File: src/rtl/src_reg_sel_pkg.sv
// Shared constants and one-hot helpers for the destination-bank read sequencer.
// Helpers work on a fixed-width vector so that any NSLOT up to MAX_SLOT can share them.
package src_reg_sel_pkg;

  localparam int NSLOT_DEF = 3;
  localparam int MAX_SLOT  = 32;

  typedef logic [MAX_SLOT-1:0] slotVec_t;

  // Reset slot of both pointers: the writer starts on its top slot.
  localparam slotVec_t RST_ONEHOT = slotVec_t'(1) << (NSLOT_DEF - 1);

  function automatic slotVec_t rstOneHot(input int n);
    slotVec_t v;
    v = '0;
    v[n-1] = 1'b1;
    return v;
  endfunction

  // Rotate-left by one within an n-bit ring: bit n-1 wraps to bit 0.
  function automatic slotVec_t rotl1(input slotVec_t v, input int n);
    slotVec_t r;
    r = '0;
    for (int i = 0; i < n && i < MAX_SLOT; i++) begin
      r[(i + 1) % n] = v[i];
    end
    return r;
  endfunction

  function automatic slotVec_t rotN(input slotVec_t v, input int n, input int k);
    slotVec_t r;
    r = v;
    for (int j = 0; j < k && j < MAX_SLOT; j++) begin
      r = rotl1(r, n);
    end
    return r;
  endfunction

  function automatic logic isOneHot(input slotVec_t v);
    return $countones(v) == 1;
  endfunction

endpackage

File: src/rtl/src_reg_sel_onehot_ring.sv
// N-bit one-hot rotator with advance, parallel load and sync reset.
// An illegal (non-one-hot) value is replaced by the reset slot on the next edge.
module onehot_ring
  import src_reg_sel_pkg::*;
#(
  parameter int N = NSLOT_DEF
) (
  input  logic         clk,
  input  logic         rst,
  input  logic         adv,
  input  logic         ld,
  input  logic [N-1:0] ldVal,
  output logic [N-1:0] q
);

  localparam logic [N-1:0] RST_VAL = N'(rstOneHot(N));

  always_ff @(posedge clk) begin
    if (rst) begin
      q <= RST_VAL;
    end else if (ld) begin
      q <= ldVal;
    end else if (!isOneHot(slotVec_t'(q))) begin
      q <= RST_VAL;
    end else if (adv) begin
      q <= N'(rotl1(slotVec_t'(q), N));
    end
  end

endmodule

File: src/rtl/src_reg_sel.sv
// Read-side sequencer for the destination register bank: tracks occupancy from the
// writer's load strobe and walks a one-hot read select through slots in write order.
module src_reg_sel
  import src_reg_sel_pkg::*;
#(
  parameter int NSLOT = NSLOT_DEF,
  parameter int CW    = $clog2(NSLOT + 1)
) (
  input  logic             CLK1,
  input  logic             RST_C,
  input  logic             LDD,
  input  logic             RDY,
  input  logic             CLR,
  output logic [NSLOT-1:0] RSEL,
  output logic [NSLOT-1:0] WSEL,
  output logic             VALID,
  output logic             FULL,
  output logic [CW-1:0]    CNT,
  output logic             OVF,
  output logic             UDF
);

  logic [CW-1:0]    cnt;
  logic             rd;
  logic             ovfEv;
  logic             udfEv;
  logic             rAdv;
  logic [NSLOT-1:0] wNext;

  // Handshake: a read is accepted in any cycle where VALID and RDY are both high;
  // VALID depends only on registered state, never on RDY, and the consumer samples
  // bank data (selected by RSEL) during that same cycle.
  assign VALID = (cnt != '0);
  assign FULL  = (cnt == CW'(NSLOT));
  assign CNT   = cnt;

  assign rd    = VALID & RDY;
  assign udfEv = RDY & ~VALID;
  // Writing into a full bank overwrites the oldest entry, so the reader skips it.
  assign ovfEv = LDD & FULL & ~rd;
  assign rAdv  = rd | ovfEv;
  assign wNext = LDD ? NSLOT'(rotl1(slotVec_t'(WSEL), NSLOT)) : WSEL;

  onehot_ring #(.N(NSLOT)) u_wring (
    .clk   (CLK1),
    .rst   (RST_C),
    .adv   (LDD),
    .ld    (1'b0),
    .ldVal ('0),
    .q     (WSEL)
  );

  onehot_ring #(.N(NSLOT)) u_rring (
    .clk   (CLK1),
    .rst   (RST_C),
    .adv   (rAdv),
    .ld    (CLR),
    .ldVal (wNext),
    .q     (RSEL)
  );

  always_ff @(posedge CLK1) begin
    if (RST_C) begin
      cnt <= '0;
    end else if (CLR) begin
      cnt <= '0;
    end else if (LDD && !rd && !FULL) begin
      cnt <= cnt + CW'(1);
    end else if (rd && !LDD) begin
      cnt <= cnt - CW'(1);
    end
  end

  // Sticky error flags survive a flush; only reset clears them.
  always_ff @(posedge CLK1) begin
    if (RST_C) begin
      OVF <= 1'b0;
      UDF <= 1'b0;
    end else begin
      if (ovfEv) OVF <= 1'b1;
      if (udfEv) UDF <= 1'b1;
    end
  end

  aRingAligned : assert property (@(posedge CLK1) disable iff (RST_C)
    !FULL |-> (rotN(slotVec_t'(RSEL), NSLOT, int'(cnt)) == slotVec_t'(WSEL)))
    else $error("read pointer not aligned with write pointer");

endmodule

File: config.mk
export PLATFORM = sky130hd
export DESIGN_NAME = src_reg_sel
export DESIGN_NICKNAME = d
export VERILOG_FILES = /design/src/rtl/src_reg_sel_pkg.sv /design/src/rtl/src_reg_sel_onehot_ring.sv /design/src/rtl/src_reg_sel.sv
export SDC_FILE = /design/constraint.sdc
export NUM_CORES = 1
export LEC_CHECK = 0
export CORE_UTILIZATION = 30
export DETAILED_ROUTE_END_ITERATION = 10
export GPL_TIMING_DRIVEN = 0
export REMOVE_ABC_BUFFERS = 1
export SLEW_MARGIN = 20
export SYNTH_ARGS = -nofsm -noshare
export SYNTH_HDL_FRONTEND = slang
export SYNTH_SLANG_ARGS = --single-unit
File: constraint.sdc
create_clock -name CLK1 -period 2.5 [get_ports CLK1]
set_input_delay 0.5 -clock CLK1 [delete_from_list [all_inputs] [get_ports CLK1]]
set_output_delay 0.5 -clock CLK1 [all_outputs]
set_load 0.1 [all_outputs]
* After elaboration in Yosys (flattened, before gate mapping)
Cells that the tools add are included.
Widths: inputs -> output; s select.
** Storage, ports and cells
- Flip-flop bits (word level) :: 10
- Input port bits :: 5
- Output and inout bits :: 12
- Word-level logic and storage cells :: 39
** Operators by class
- $add $sub $neg :: 6
- Equal/unequal tests :: 4
- Mux-type cells :: 6
- Bitwise logic cells :: 8
- Reductions and logical operators :: 10
** Operator list (count)
- $add 32x1->32 :: 2
- $eq 32x2->1 const B :: 2
- $mux 3 :: 4
- $add 1x1->2 :: 2
- $and 1x1->1 :: 4
- $mux 2 :: 2
- $reduce_bool 2->1 :: 2
- $reduce_or 2->1 :: 2
- $logic_and 1x1->1 :: 3
- $logic_not 1->1 :: 3
- $ne 3x3->1 const B :: 1
- $not 1->1 :: 3
- $add 2x1->2 const B :: 1
- $eq 2x2->1 const B :: 1
- $sub 2x1->2 const B :: 1
- $or 1x1->1 :: 1

* Logic depth before layout (Yosys ltp)
- Word-level depth :: 8
- Depth in mapped cells :: 6
- Mapped depth without buffers :: 6

* Hierarchy
Synthesis repeated with hierarchy kept, for this count alone.
** Second synthesis, totals
- Cells, all modules :: 75
- Area total of the unflattened synthesis :: 629.4 um^2
** By module, submodules not included
- onehot_ring :: instances 2, cells an instance 22, area each 182.7 um^2
- src_reg_sel :: instances 1, cells an instance 31, area each 264.0 um^2

* Worst setup path before layout
No wires, ideal clock.
- Kind :: register to register
- From :: register cnt[1], in the netlist CNT[1]
- To :: register u_rring.q[2]
- Setup time :: 0.122 ns
- Arrival :: 2.851 ns
- Setup slack :: -0.472 ns
- Cell stages (with the launch flop) :: 4
- Path buffers :: 0
- Cell sequence :: dfxtp_1 -> and2_0 -> a21oi_1 -> a221o_1
** RTL lines
- start: declaration :: line src_reg_sel.sv:23 : logic [CW-1:0] cnt;
- start signal: assignment :: line src_reg_sel.sv:68 : cnt <= cnt + CW'(1);
- start signal: assignment :: line src_reg_sel.sv:70 : cnt <= cnt - CW'(1);
- $eq 2x2->1 :: line src_reg_sel.sv:34 : assign FULL = (cnt == CW'(NSLOT));
- net FULL :: line src_reg_sel.sv:17 : output logic FULL,
- $and 1x1->1 (2 in series) :: line src_reg_sel.sv:40 : assign ovfEv = LDD & FULL & ~rd;
- $or 1x1->1 :: line src_reg_sel.sv:41 : assign rAdv = rd | ovfEv;
- $ne 3x3->1 (no line)
- end signal: assignment :: line src_reg_sel_onehot_ring.sv:22 : q <= ldVal;
- end signal: assignment :: line src_reg_sel_onehot_ring.sv:26 : q <= N'(rotl1(slotVec_t'(q), N));
- end: declaration :: line src_reg_sel_onehot_ring.sv:13 : output logic [N-1:0] q
The timed path passes the listed nets, and every way through them passes these cells.
A chain may end at the register's enable or synchronous reset.

* Final worst setup path
- From :: register cnt[1], in the netlist CNT[1]
- To :: output port CNT[1]
** RTL lines
- end: declaration :: line src_reg_sel.sv:18 : output logic [CW-1:0] CNT,
No word-level cell between the ends.

==> metrics.md <==
| Metric | Value |
|---|---|
| HP Class | flip-flop to flip-flop |
| CP top delay family | buffers and inverters |
| Reg clk slew, reported paths | 70 ps |
| Crit. End Element | output pin |
| Pwr Total | 0.00102 W |
| GRT met1 Usage | 16.6% |
| Avg Inst Size Synth | 9.36 um^2 |
| Post-synth cell types | 28 |
| Post-synthesis cell area | 608 um^2 |
| Slew HR | 34.7% |
| Clock sinks | 10 |
| Final instance area | 816 um^2 |
| Pin count of the biggest net entering global routing | 11 |
| Drt drc | 0 |
| Fmax | 412 MHz |
| Die H | 47.0 um |
| Vias in the first global route | 426 |
| Total grt overflow | 0 |
| Yosys reg bits | 10 |
| Worst EP arrival | 1920 ps |
| Clk Latency, worst-skew pair | 280 ps |
| Post-Route Skew | 11.0 ps |
| Xor and xnor area share after synthesis | 0% |
| M2 GR Usage | 18.6% |
| PwrDens | 1240 mW/mm^2 |
| VDD IR max | 822 uV |
| Final count of hold timing violations | 0 |
| Hold path depth | 2 |
| Nets | 98 |
| Row cnt | 15 |
| Reg2Reg Depth | 6 |
| Critical Path Slowest Stage Cell | clkdlybuf4s50_1 |
| Compound-Gate Fraction of Synth Area | 17.7% |
| H-tree levels | 1 |
| Worst slew pin tran | 977 ps |
| P&R area growth vs syn | 34.2% |
| Hold buffer count at CTS | 0 |
| Die Width | 47.0 um |
| Worst path bufs/invs | 1 |
| Stages on worst setup path | 1 |
| GR Layer Usage met3 | 4.62% |
| Initial antenna violation count | 0 |
| Fraction of layout cells with a size suffix above 1 | 7.23% |
| Commonest non-fill, non-tap cell in the layout | clkdlybuf4s50_1 |
| CTS tree | done |
| Crit path time final | 2420 ps |
| Outcome | completed |
| Drt first pass iters | 4 |
| Total I/O pin count | 17 |
| Die area | 0.00221 mm^2 |
| Via density | 4.69 |
| Final HPWL DP | 951 um |
| CP peak stage delay | 1180 ps |
| Layer with the highest usage | met2 |
| Critical setup path kind | flip-flop to output pin |
| Post-Synth Simple-Gate Area | 19.8% |
| Post-CTS Setup Bufs | 0 |
| Dpl cell area | 796 um^2 |
| Placer congestion estimate | 0.751 |
| Largest family of logic cells by synthesized area | simple AND/OR/NAND/NOR gates |
| CP Cell Sequence | clkdlybuf4s50_1 |
| Final period util | 97.0% |
| Antenna-violating nets left | 0 |
| CP Launch Type | flip-flop |
| Max Cap Viol | 0 |
| Mux cell area share after synthesis | 5.14% |
| Worst EP required | 2000 ps |
| Post-layout util | 44.8% |
| WL per Instance | 11.6 um |
| Count of pins over their slew limit | 0 |
| Gr usage total | 13.3% |
| RSZ-0062 raised after global routing | no |
| Worst-case clock buffer depth | 2 |
| Starting density of the core | 33.4% |
| Worst-path fanout max | 9 |
| Cts bufs inserted | 3 |
| # diodes | 0 |
| DRT iter0 DRCs | 9 |
| Final WL | 1260 um |
| First-pass GRT wire length | 1910 um |
| Synth warn | 0 |
| Finish-stage setup viols | 0 |
| Cells after Synth | 65 |
| Most frequent cells in the layout | 14 x clkdlybuf4s50_1, 10 x dfxtp_1, 8 x inv_1 |
| Clock Tree Root | clkbuf_4 |
| Leak | 0.362 nW |
| Via count | 506 |
| Synth Area in Adders | 18.9% |
| CORE AREA | 0.00182 mm^2 |
| Sequential area share after synthesis | 32.9% |
| Buffers on Ports | 16 |
-- flip-flops by register name (all words and copies together) (netlist names) --
name / count
OVF: 1
CNT: 2
UDF: 1
u_wring.q: 3
u_rring.q: 3
-- layer usage --
| layer | share of wire, % | routed length, um |
|---|---|---|
| met1 | 50 | 622 |
| met2 | 44 | 556 |
| met3 | 3.7 | 46 |
| met4 | 2.5 | 31 |
| met5 | 0 | 0 |
-- worst register-to-register path, stage by stage, from the launching register on --
cell     delay, ps
dfxtp_1        400
ha_1           260
ha_1           180
ha_1           190
or4b_4         510
a211o_1        320
a221o_1        310
-- synth_stat cells --
master     count  area (um^2)
a211o_1        1         8.76
a211oi_1       2         15.0
a21oi_1        4         20.0
a221o_1        1         10.0
a221oi_1       2         17.5
a22oi_1        2         15.0
a2bb2oi_1      1         8.76
and2_0         1         6.26
and3_1         1         6.26
clkbuf_1       1         3.75
dfxtp_1       10          200
fa_1           2         40.0
ha_1           6         75.1
inv_1          8         30.0
mux2_2         1         11.3
mux2i_1        2         20.0
nand2_1        1         3.75
nand2b_1       2         12.5
nand3_1        1         5.00
nor2_1         7         26.3
nor2b_1        2         12.5
nor4b_1        1         8.76
o21a_1         1         7.51
o21ai_0        1         5.00
or3_1          1         6.26
or3b_2         1         8.76
or4b_1         1         10.0
or4b_4         1         13.8
-- power breakdown --
part	switching (W)	total, W	leakage, nW	internal, W
combinational	0.000447	0.000653	0.266	0.000206
clock	0.0000578	0.000113	0.0138	0.0000557
sequential	0.0000474	0.000248	0.0822	0.000201
total	0.000552	0.00102	0.362	0.000463
-- metrics by stage --
step,setup slack (ps),TNS [ps],cells,hold slack [ps]
after global routing,21.1,0,108,541
after CTS,70.9,0,108,476
after floorplan,-472,-1500,64,572
after detailed placement,90.9,0,105,459
after global placement,104,0,105,455
final,75.1,0,108,468
-- cell families (layout without fill, tap and decap cells) --
kind of cell,Yosys count,after routing
AND/OR/NAND/NOR,20,20
AO/OA/AOI/OAI,15,15
flip-flops,10,10
buffers and inverters,9,27
adder cells (fa/ha/maj),8,8
multiplexers,3,3
-- worst paths after layout --
path	from	slack, ps	end
setup / recovery	CNT[1]$_SDFFE_PP0P_	80	CNT[1]
hold / removal	UDF$_SDFFE_PP0P_	470	UDF$_SDFFE_PP0P_
setup reg to reg	u_rring.q[0]$_SDFFE_PP0P_	210	u_rring.q[2]$_SDFFE_PP1P_
hold reg to reg	UDF$_SDFFE_PP0P_	470	UDF$_SDFFE_PP0P_
-- repair_timing --
action                                  4_1_cts  5_1_grt
hold endpoints to repair                      0        0
endpoints found under the setup margin        2        0
resized for setup                             2        0
-- cell type report --
class                   instances  area [um^2]
clock buffers                   3         22.5
fillers                       178         1000
well taps                      25         31.3
repair buffers                 16          158
flip-flops and latches         10          200
inverters                       8         30.0
multi-input cells              46          374
Note: power is estimated with default switching activity, not from simulation.
